<file path="config.mk">
export PLATFORM = sky130hd
export DESIGN_NAME = ad7643_slave_emu_flat
export DESIGN_NICKNAME = d
export VERILOG_FILES = /design/src/rtl/ad7643_slave_emu_if.sv /design/src/rtl/ad7643_slave_emu.sv /design/src/flat_wrapper.sv
export SDC_FILE = /design/constraint.sdc
export NUM_CORES = 1
export LEC_CHECK = 0
export CORE_MARGIN = 2
export CORE_UTILIZATION = 57
export DETAILED_ROUTE_END_ITERATION = 8
export PLACE_DENSITY = 0.92
export SLEW_MARGIN = 5
export SYNTH_ARGS = -nofsm -noshare
export SYNTH_HDL_FRONTEND = slang
export SYNTH_SLANG_ARGS = --single-unit
</file>
<file path="constraint.sdc">
create_clock -name clk -period 3.9 [get_ports clk]
set_input_delay 0.78 -clock clk [delete_from_list [all_inputs] [get_ports clk]]
set_output_delay 0.78 -clock clk [all_outputs]
set_load 0.05 [all_outputs]
</file>
<file path="src/rtl/ad7643_slave_emu_if.sv">
// ad7643_slave_emu_if: CNVST/BUSY/CS/SCLK/SDOUT link between the acquisition controller and the emulated ADC.
interface ad7643_slave_emu_if #(
    parameter int DATA_W = 18
);
    logic              cnvst;
    logic              cs;
    logic              sclk;
    logic              sample_sel;
    logic [DATA_W-1:0] sample_in;
    logic              busy;
    logic              sdout;
    logic              rderr;
    logic [15:0]       conv_cnt;

    modport master (
        output cnvst, cs, sclk, sample_sel, sample_in,
        input  busy, sdout, rderr, conv_cnt
    );

    modport slave (
        input  cnvst, cs, sclk, sample_sel, sample_in,
        output busy, sdout, rderr, conv_cnt
    );
endinterface

</file>
<file path="src/rtl/ad7643_slave_emu.sv">
// ad7643_slave_emu: AD7643 serial-slave ADC emulator; answers CNVST with a BUSY pulse and shifts a sample out MSB-first on SCLK.
module ad7643_slave_emu #(
    parameter int DATA_W      = 18,
    parameter int BUSY_CYCLES = 160
) (
    input logic               clk,
    input logic               rst,
    ad7643_slave_emu_if.slave bus
);
    localparam int BW = $clog2(DATA_W + 1);
    localparam int CW = $clog2(BUSY_CYCLES + 1);
    localparam logic [1:0] IDLE = 2'd0, CONV = 2'd1, READ = 2'd2;

    logic [1:0]        state;
    logic [2:0]        cnvst_s, cs_s, sclk_s;
    logic [DATA_W-1:0] sample, sh, ramp;
    logic [BW-1:0]     bits;
    logic [CW-1:0]     bcnt;
    logic [15:0]       conv_cnt;
    logic              busy, rderr;
    logic              cnvst_rise, sclk_fall, cs_low;

    // bit [1] is the synchronized level, bit [2] the edge-detect history
    assign cnvst_rise = cnvst_s[1] & ~cnvst_s[2];
    assign sclk_fall  = ~sclk_s[1] & sclk_s[2];
    assign cs_low     = ~cs_s[1];

    assign bus.busy     = busy;
    assign bus.sdout    = cs_low & sh[DATA_W-1];
    assign bus.rderr    = rderr;
    assign bus.conv_cnt = conv_cnt;

    always_ff @(posedge clk or posedge rst) begin
        if (rst) begin
            state    <= IDLE;
            cnvst_s  <= '0;
            cs_s     <= '1;
            sclk_s   <= '0;
            sample   <= '0;
            sh       <= '0;
            ramp     <= '0;
            bits     <= '0;
            bcnt     <= '0;
            conv_cnt <= '0;
            busy     <= 1'b0;
            rderr    <= 1'b0;
        end else begin
            cnvst_s <= {cnvst_s[1:0], bus.cnvst};
            cs_s    <= {cs_s[1:0], bus.cs};
            sclk_s  <= {sclk_s[1:0], bus.sclk};
            // a start in READ wins over a coincident SCLK fall; the shift is dropped
            if (cnvst_rise && state != CONV) begin
                state    <= CONV;
                sample   <= bus.sample_sel ? bus.sample_in : ramp;
                busy     <= 1'b1;
                bcnt     <= '0;
                conv_cnt <= conv_cnt + 16'd1;
                ramp     <= ramp + 1'b1;
                rderr    <= state == READ && bits != BW'(DATA_W);
            end else if (state == CONV) begin
                if (bcnt == CW'(BUSY_CYCLES - 1)) begin
                    state <= READ;
                    sh    <= sample;
                    bits  <= '0;
                    busy  <= 1'b0;
                end else begin
                    bcnt <= bcnt + 1'b1;
                end
            end else if (state == READ && sclk_fall && cs_low && bits != BW'(DATA_W)) begin
                sh   <= sh << 1;
                bits <= bits + 1'b1;
            end
        end
    end
endmodule

</file>
<file path="src/flat_wrapper.sv">
// flat-port wrapper written by rule: the top's interface ports become plain ports
module ad7643_slave_emu_flat 
#(
    parameter int DATA_W      = 18,
    parameter int BUSY_CYCLES = 160
)
  (clk, rst, bus_cnvst, bus_cs, bus_sclk, bus_sample_sel, bus_sample_in, bus_busy, bus_sdout, bus_rderr, bus_conv_cnt);
  ad7643_slave_emu_if #(.DATA_W(DATA_W)) bus_i ();
  input logic clk;
  input logic rst;
  input wire logic [$bits(bus_i.cnvst)-1:0] bus_cnvst;
  input wire logic [$bits(bus_i.cs)-1:0] bus_cs;
  input wire logic [$bits(bus_i.sclk)-1:0] bus_sclk;
  input wire logic [$bits(bus_i.sample_sel)-1:0] bus_sample_sel;
  input wire logic [$bits(bus_i.sample_in)-1:0] bus_sample_in;
  output wire logic [$bits(bus_i.busy)-1:0] bus_busy;
  output wire logic [$bits(bus_i.sdout)-1:0] bus_sdout;
  output wire logic [$bits(bus_i.rderr)-1:0] bus_rderr;
  output wire logic [$bits(bus_i.conv_cnt)-1:0] bus_conv_cnt;
  assign bus_i.cnvst = bus_cnvst;
  assign bus_i.cs = bus_cs;
  assign bus_i.sclk = bus_sclk;
  assign bus_i.sample_sel = bus_sample_sel;
  assign bus_i.sample_in = bus_sample_in;
  assign bus_busy = bus_i.busy;
  assign bus_sdout = bus_i.sdout;
  assign bus_rderr = bus_i.rderr;
  assign bus_conv_cnt = bus_i.conv_cnt;
  ad7643_slave_emu #(.DATA_W(DATA_W), .BUSY_CYCLES(BUSY_CYCLES)) u_core (.clk(clk), .rst(rst), .bus(bus_i));
endmodule
</file>
# Word-level counts from Yosys, hierarchy flattened
# Index checks and enable logic that the tools add are counted.
[op_classes]
add_sub_neg = 4
eq_ne = 7
muxes = 16
bitwise = 7
reduce_logical = 11
[ops]
columns = ["operator", "count"]
rows = [
  ["18-bit two-way mux", 4],
  ["8-bit two-way mux", 3],
  ["18-bit by 1-bit adder with 18-bit output, second input constant", 1],
  ["16-bit by 1-bit adder with 16-bit output, second input constant", 1],
  ["5-bit two-way mux", 3],
  ["8-bit by 1-bit adder with 8-bit output, second input constant", 1],
  ["8-bit == test, second input constant", 1],
  ["2-bit two-way mux", 3],
  ["2-bit nonzero test", 3],
  ["5-bit by 1-bit adder with 5-bit output, second input constant", 1],
  ["1-bit logical AND", 5],
  ["5-bit != test, second input constant", 1],
  ["2-bit by 1-bit != test with 1-bit output, second input constant", 2],
  ["1-bit inverter", 4],
  ["2-bit AND reduction", 2],
  ["1-bit AND", 3],
  ["1-bit two-way mux", 3],
  ["3-bit AND reduction", 1],
  ["2-bit by 1-bit == test with 1-bit output, second input constant", 1],
  ["2-bit == test, second input constant", 1],
  ["2-bit != test, second input constant", 1],
]
[totals]
ff_bits = 95
wordCells = 57

# Depth between registers and ports, before layout
# Gate-level depths: netlist of the first run.
[logic_depth]
depth_word = 7
depth_mapped = 7

# Worst setup path after synthesis of the first run
# No wires, ideal clock.
[synth_path]
path_type = "register -> register"
from = "reg u_core.conv_cnt[0], in the netlist u_core.bus.conv_cnt[0]"
to = "reg u_core.conv_cnt[14], in the netlist u_core.bus.conv_cnt[14]"
setup_time_ns = 0.080
arrival_ns = 1.892
t_required_ns = 3.820
setup_slack_ns = 1.928
path_stages_with_launch = 7
n_path_buf = 1
cell_sequence = "dfrtp_1 -> ha_1 -> nand2_1 -> or4_1 -> buf_2 -> nor3_2 -> xnor2_1"
[synth_via]
elab_chain_len = 1
[synth_lines]
columns = ["element", "line_no", "text"]
rows = [
  ["start: declaration", "ad7643_slave_emu.sv:19", "logic [15:0] conv_cnt;"],
  ["start signal: assignment", "ad7643_slave_emu.sv:57", "conv_cnt <= conv_cnt + 16'd1;"],
  ["16-bit by 1-bit adder with 16-bit output", "ad7643_slave_emu.sv:57", ""],
]
# Every way passes these cells.
# A chain may end at the register's enable or synchronous reset.

# Worst setup path after layout of the first run
[layout_path]
from = "reg u_core.state[1]"
to = "reg u_core.sh[6]"
[layout_via]
elab_chain_len = 6
elab_cells_between_ends = 12
cone_classes = "eq/ne: 4; mux: 1; bitwise: 1; reduce/logical: 6"
[layout_lines]
columns = ["element", "line_no", "text"]
rows = [
  ["start: declaration", "ad7643_slave_emu.sv:14", "logic [1:0] state;"],
  ["start signal: assignment", "ad7643_slave_emu.sv:35", "state <= IDLE;"],
  ["start signal: assignment", "ad7643_slave_emu.sv:53", "state <= CONV;"],
  ["start signal: assignment", "ad7643_slave_emu.sv:62", "state <= READ;"],
  ["2-bit == test", "ad7643_slave_emu.sv:69", "end else if (state == READ && sclk_fall && cs_low && bits != BW'(DATA_W)) begin"],
  ["1-bit logical AND (3 in a row)", "ad7643_slave_emu.sv:69", ""],
  ["2-bit nonzero test (no line)", "-", ""],
  ["3-bit AND reduction (no line)", "-", ""],
  ["end signal: assignment", "ad7643_slave_emu.sv:63", "sh <= sample;"],
  ["end signal: assignment", "ad7643_slave_emu.sv:70", "sh <= sh << 1;"],
  ["end: declaration", "ad7643_slave_emu.sv:16", "logic [DATA_W-1:0] sample, sh, ramp;"],
]
# Several ways; a longest one is shown, not always the timed one.

==> metrics.cfg, run 1 <==
[run_status]
run_status = finished clean

[sta]
fin_worst_skew_ns = 0.00883
achievable-frequency_mhz = 406
slew_violations = 0
post-route-period-util = 0.631
setup_ws_ns = 1.44
final_hold_viol_count = 0
worst_hold_slack_ns = 0.350
grt_setup_unrepaired = no
totalNegativeSetupSlack_ns = 0
tightestPinTransition_ns = 1.04
max_slew_margin = 0.304
post-route-min-period_ns = 2.46
report.final.setup_viol = 0

[yosys]
mean_area_per_synthesized_cell_um2 = 10.5
synthesis.nets = 440
netlist.top_cell.by_area = dfrtp_1
synth_sequential_area_ratio = 0.543
postSynthCellCount = 411
synth_top_cells_by_area = dfrtp_1, nand2_1, mux2_1
yosysWarnings = 0
synth_edf_count = 0
synth.cell_area_mm2 = 0.00433
synth.distinct_cells = 45
synth_largest_type_area_fraction = 0.531
synth_top_flop_cell = dfrtp_1
fraction_of_registers_with_async_set_or_reset_after_synthesis = 1.00
ys_ff_latch = 94

[critical_path]
cp-startpoint = u_core.state[1]$_DFFE_PP0P_
cp_data_required_time_ns = 4.14
crit_path_start_kind = register
crit_arrival_ns = 2.70
critical_path.reg2reg.startpoint = u_core.state[1]$_DFFE_PP0P_
worstPathMaxFanout = 25
r2r_setup_slack_ns = 1.44
worst-r2r-cell-count = 4
cp-end-kind = register
timing.rr.end = u_core.sh[6]$_DFFE_PP0P_
path_class = register to register

[finish]
finish.cell_count_without_fillers = 554
nFillCells = 527
final_net_count = 479
layout-area-overhead-vs-synth_pct = 15.3
sequential_standard_cell_area_mm2 = 0.00235
multi_input_comb_area_mm2 = 0.00184
insertedDiodeCount = 0
share_of_cells_above_drive_strength_1 = 0.0769

[floorplanning]
dieHeight_um = 91.2
placement_rows = 31
initial_core_util = 0.594
ios = 43
floorplan.core_area_mm2 = 0.00729
die-area_mm2 = 0.00832
chipWidth_um = 91.2

[place]
placed_cells_incl_taps = 538
dp_hpwl_mm = 6.05
globalplace.congestion = 0.861
pre_cts_slack_ns = 1.37
port-buffer-count = 42

[pwr]
cellInternalPower_uw = 1450
power_leakage_uw = 0.00238
comb_power_share = 0.120
netSwitchingPower_uw = 530
pwr-share-seq = 0.572
power.total_uw = 1980
power.share.switching = 0.267
power_density_mw_per_mm2 = 397
peakVddDrop_mv = 0.173
power.clock.fraction = 0.308

[detailed_routing]
drt-initial-drc-count = 173
postRouteAntennaNets = 0
route.detailed.vias_per_inst = 5.62
wl_per_cell_um = 15.6
vias = 3111
drt-total-wl_mm = 8.66
post-route-drc-count = 0
drt-pass1-iter-count = 5

[clock_tree]
clk_root_buffer_cell = clkbuf_8
worstSkewPairLatency_ns = 0.35
clock_sink_count = 94
htreeDepth = 3
post_cts_hold_buffer_count = 0
tritoncts = yes
cts.path.max_buffers = 2
post-cts-setup-buffers = 0
clock_pin_slew_worst_setup_and_hold_paths_ns = 0.08
cts_buffers = 9
post_cts_resize_count = 0

[global_routing]
grt_antenna_before_repair = 0
groute.usage.overall = 0.219
overflow = 0
first_pass_grt_wire_length_mm = 14.5
largest_net_degree_at_the_start_of_global_routing = 51
grt_pass1_vias = 3052

[worst_hold_path]
whs_path_depth = 0
min_to = u_core.cnvst_s[1]$_DFF_PP0_
hold_class = register to register
hold_path_startpoint = u_core.cnvst_s[0]$_DFF_PP0_

[flow_run]
cap_viol_max_count = 0

## cell usage after synthesis, types with 2 or more instances
cell	count
dfstp_2	2
mux2i_1	20
clkbuf_1	9
inv_1	11
nand4_1	8
o31ai_1	2
o21ai_0	23
o211ai_1	2
xnor2_1	16
a21oi_1	2
mux2_1	18
nor2_1	14
o21ai_1	3
a31oi_1	6
nand3_1	16
buf_6	2
nand2_1	93
nor2b_1	4
buf_4	2
nor4_2	4
dfrtp_1	92
xor2_1	17
and3_1	2
nor3_2	3
ha_1	5
and4_1	2
nor3b_1	3
or2_2	3
buf_2	4
nor4_1	3
nor3_1	6
## placed cells by master (no fill, tap or decap), types with 14 or more instances in the layout
cell type	count
mux2i_1	20
xor2_1	17
nor2_1	14
mux2_1	18
xnor2_1	16
clkdlybuf4s50_1	42
nand3_1	16
dfrtp_1	92
o21ai_0	23
nand2_1	93
## worst max-delay path by stage
stage / end / slack, ns
global route: u_core.sh[6]$_DFFE_PP0P_ / 1.28
finish: u_core.sh[6]$_DFFE_PP0P_ / 1.44
global placement: u_core.sample[10]$_DFFE_PP0P_ / 1.46
floorplan: u_core.bcnt[0]$_DFFE_PP0P_ / 0.67
CTS: bus_conv_cnt[6] / 1.45
detailed placement: u_core.sample[15]$_DFFE_PP0P_ / 1.37
## per-layer routing
layer  global-route usage  wire length [um]
met4               0.0934               131
met3               0.0365               291
met1                0.303              3860
met5                    0                 0
met2                0.347              4370
## per-stage QoR
stage / util / cell area [um2]
after floorplan: - / 4330
after global placement: 0.660 / 4810
after detailed placement: 0.660 / 4810
after CTS: 0.685 / 5000
after global routing: 0.685 / 5000
final: 0.685 / 5000
## cell families (layout without fill, tap and decap cells)
group | after synthesis | count (layout) | synth area share
xor+xnor | 33 | 33 | 0.0667
fa+ha+maj | 5 | 5 | 0.0144
mux | 38 | 38 | 0.0930
buf+inv | 29 | 73 | 0.0315
compound gates | 43 | 43 | 0.0577
flops | 94 | 94 | 0.543
simple gates | 169 | 169 | 0.193
## power by group through the flow
stage / clock network (uW) / logic, uW / registers [uW]
CTS: 620 / 241 / 1130
finish: 611 / 238 / 1140
global placement: 0 / 224 / 1140
global route: 663 / 276 / 1150
detailed placement: 0 / 238 / 1150
floorplan: 0 / 149 / 1150
## sequential cells by signal, indices dropped and copies added (netlist names), 2 cells and up
| register | flops |
|---|---|
| u_core.sh | 18 |
| u_core.state | 2 |
| u_core.sclk_s | 3 |
| u_core.bus.conv_cnt | 16 |
| u_core.bits | 5 |
| u_core.cnvst_s | 3 |
| u_core.sample | 18 |
| u_core.bcnt | 8 |
| u_core.cs_s | 2 |
| u_core.ramp | 18 |
## critical path: stages, from the launching register on
cell and delay [ns]:
dfrtp_1 0.40, nand2b_1 0.63, nor3_2 0.44, a21o_2 0.48
mux2_1 0.38
## final cells by class
class | count | area share
Multi-Input combinational cell | 288 | 0.369
Timing Repair Buffer | 46 | 0.0901
Inverter | 11 | 0.00851
Tap cell | 99 | 0.0248
Sequential cell | 94 | 0.471
Clock buffer | 12 | 0.0270
Clock inverter | 4 | 0.00951
(Power assumes the default switching activity.)
==> run 2: changes to the inputs <==
==> constraint.sdc (replaced) <==
create_clock -name clk -period 2.58 [get_ports clk]
set_input_delay 0.516 -clock clk [delete_from_list [all_inputs] [get_ports clk]]
set_output_delay 0.516 -clock clk [all_outputs]
set_load 0.05 [all_outputs]
==> run 2 against run 1 <==
Against the previous run: core utilization is 0.086 points higher; sequential cell count is the same; critical path depth decreased by 3; via count fell by 1.1%; total power is 47% higher; non-clock buffer count up 2; hold slack improved by 0.0045 ns; register-to-register slack got worse by 0.95 ns; clock skew increased by 0.00057 ns; critical path type is now register to output port.
==> metrics.cfg, run 2 (same netlist as run 1, synthesis figures left out) <==
[run_status]
run_status = finished clean

[critical_path]
cp_data_required_time_ns = 2.06
max_stage_delay_ns = 0.84
cp-startpoint = u_core.bus.conv_cnt[7]$_DFFE_PP0P_
cp.depth = 1
worstPathMaxFanout = 5
r2r_setup_slack_ns = 0.49
critPathCapture = bus_conv_cnt[7]
timing.rr.end = u_core.sh[17]$_DFFE_PP0P_
worstPathBufferInverterCount = 1
crit_path_start_kind = register
cp-end-kind = output port
cp_top_family = buffers and inverters
path_cells = clkdlybuf4s50_1
worst-r2r-cell-count = 4
crit_arrival_ns = 1.66
crit_slowest_cell = clkdlybuf4s50_1
critical_path.reg2reg.startpoint = u_core.bcnt[5]$_DFFE_PP0P_
path_class = register to output port

[clock_tree]
clock_sink_count = 94
post-cts-setup-buffers = 0
cts.path.max_buffers = 2
cts_buffers = 9
htreeDepth = 3
tritoncts = yes
post_cts_resize_count = 0
clock_pin_slew_worst_setup_and_hold_paths_ns = 0.09
worstSkewPairLatency_ns = 0.36
post_cts_hold_buffer_count = 0
clk_root_buffer_cell = clkbuf_8

[detailed_routing]
postRouteAntennaNets = 0
m1WireLength_mm = 3.79
drt-total-wl_mm = 8.53
post-route-drc-count = 0
drt-initial-drc-count = 166
top_signal_layer_used = met4
met3_length_um = 282
route.detailed.vias_per_inst = 5.53
vias = 3076
met2_length_mm = 4.23
drt-pass1-iter-count = 4
wl_per_cell_um = 15.3

[place]
port-buffer-count = 42
dp_hpwl_mm = 5.85
globalplace.congestion = 0.816
pre_cts_slack_ns = 0.515
dpl-instance-area_mm2 = 0.00484

[pwr]
pwr-share-seq = 0.588
power_density_mw_per_mm2 = 583
peakVddDrop_mv = 0.271
cellInternalPower_uw = 2100
netSwitchingPower_uw = 816
power.share.switching = 0.280
comb_power_share = 0.123
power.clock.fraction = 0.289
power_leakage_uw = 0.00238
power.total_uw = 2920

[sta]
max_slew_margin = 0.508
setup_ws_ns = 0.399
final_hold_viol_count = 0
post-route-period-util = 0.845
report.final.setup_viol = 0
slew_violations = 0
totalNegativeSetupSlack_ns = 0
post-route-min-period_ns = 2.18
achievable-frequency_mhz = 459
grt_setup_unrepaired = no
fin_worst_skew_ns = 0.00940
tightestPinTransition_ns = 0.735

[floorplanning]
die-area_mm2 = 0.00832
chipWidth_um = 91.2
floorplan.core_area_mm2 = 0.00729
dieHeight_um = 91.2
ios = 43
placement_rows = 31
initial_core_util = 0.594

[global_routing]
overflow = 0
first_pass_grt_wire_length_mm = 14.4
grt_pass1_vias = 3088
largest_net_degree_at_the_start_of_global_routing = 95
grt_antenna_before_repair = 0
groute.usage.overall = 0.218

[finish]
fin_area_mm2 = 0.00500
layout-area-overhead-vs-synth_pct = 15.4
insertedDiodeCount = 0
finalCoreUtilization = 0.686
final_common_cell = nand2_1
share_of_cells_above_drive_strength_1 = 0.0810
final_net_count = 481
layout_common_cells = nand2_1, dfrtp_1, clkdlybuf4s50_1, o21ai_0, mux2i_1
largest_registers = u_core.ramp x18, u_core.sample x18, u_core.sh x18

[worst_hold_path]
hold_class = register to register

[flow_run]
cap_viol_max_count = 0

-- run 2: cell types whose count changed in the layout (fill, tap and decap cells not counted) --
cell | before | now
buf_4 | 4 | 5
buf_12 | 0 | 1
clkinv_4 | 0 | 1
bufinv_16 | 1 | 0
-- run 2: cell type report --
| class | instances | area (um2) |
|---|---|---|
| Clock inverter | 4 | 23.8 |
| Clock buffer | 12 | 135 |
| Multi-Input combinational cell | 288 | 1840 |
| Sequential cell | 94 | 2350 |
| Tap cell | 99 | 124 |
| Fill cell | 526 | 2290 |
| Inverter | 11 | 45.0 |
| Timing Repair Buffer | 48 | 478 |
-- run 2: worst min path at each step --
stage / to / from / cells after the start
floorplan: u_core.cnvst_s[1]$_DFF_PP0_ / u_core.cnvst_s[0]$_DFF_PP0_ / 0
global placement: u_core.cnvst_s[1]$_DFF_PP0_ / u_core.cnvst_s[0]$_DFF_PP0_ / 0
detailed placement: u_core.cnvst_s[1]$_DFF_PP0_ / u_core.cnvst_s[0]$_DFF_PP0_ / 0
CTS: u_core.cnvst_s[1]$_DFF_PP0_ / u_core.cnvst_s[0]$_DFF_PP0_ / 0
global route: u_core.sclk_s[1]$_DFF_PP0_ / u_core.sclk_s[0]$_DFF_PP0_ / 0
finish: u_core.cnvst_s[1]$_DFF_PP0_ / u_core.cnvst_s[0]$_DFF_PP0_ / 0
-- run 2: stage by stage --
stage                     hold slack [ns]  cells
after floorplan                     0.331    411
after global placement              0.332    540
after detailed placement            0.337    540
after CTS                           0.357    556
after global routing                0.365    556
final                               0.354    556
-- run 2: power by group through the flow --
stage	combinational, uW	sequential, uW	clock, uW
after floorplan	225	1740	0
after global placement	343	1730	0
after detailed placement	362	1740	0
after CTS	364	1710	855
after global routing	412	1730	918
final	359	1720	844
-- run 2: per-layer routing --
metal | GRT usage | vias up
li1 | - | 1484
met1 | 0.286 | 1507
met2 | 0.345 | 64
met3 | 0.0506 | 21
met4 | 0.0997 | 0
met5 | 0 | -
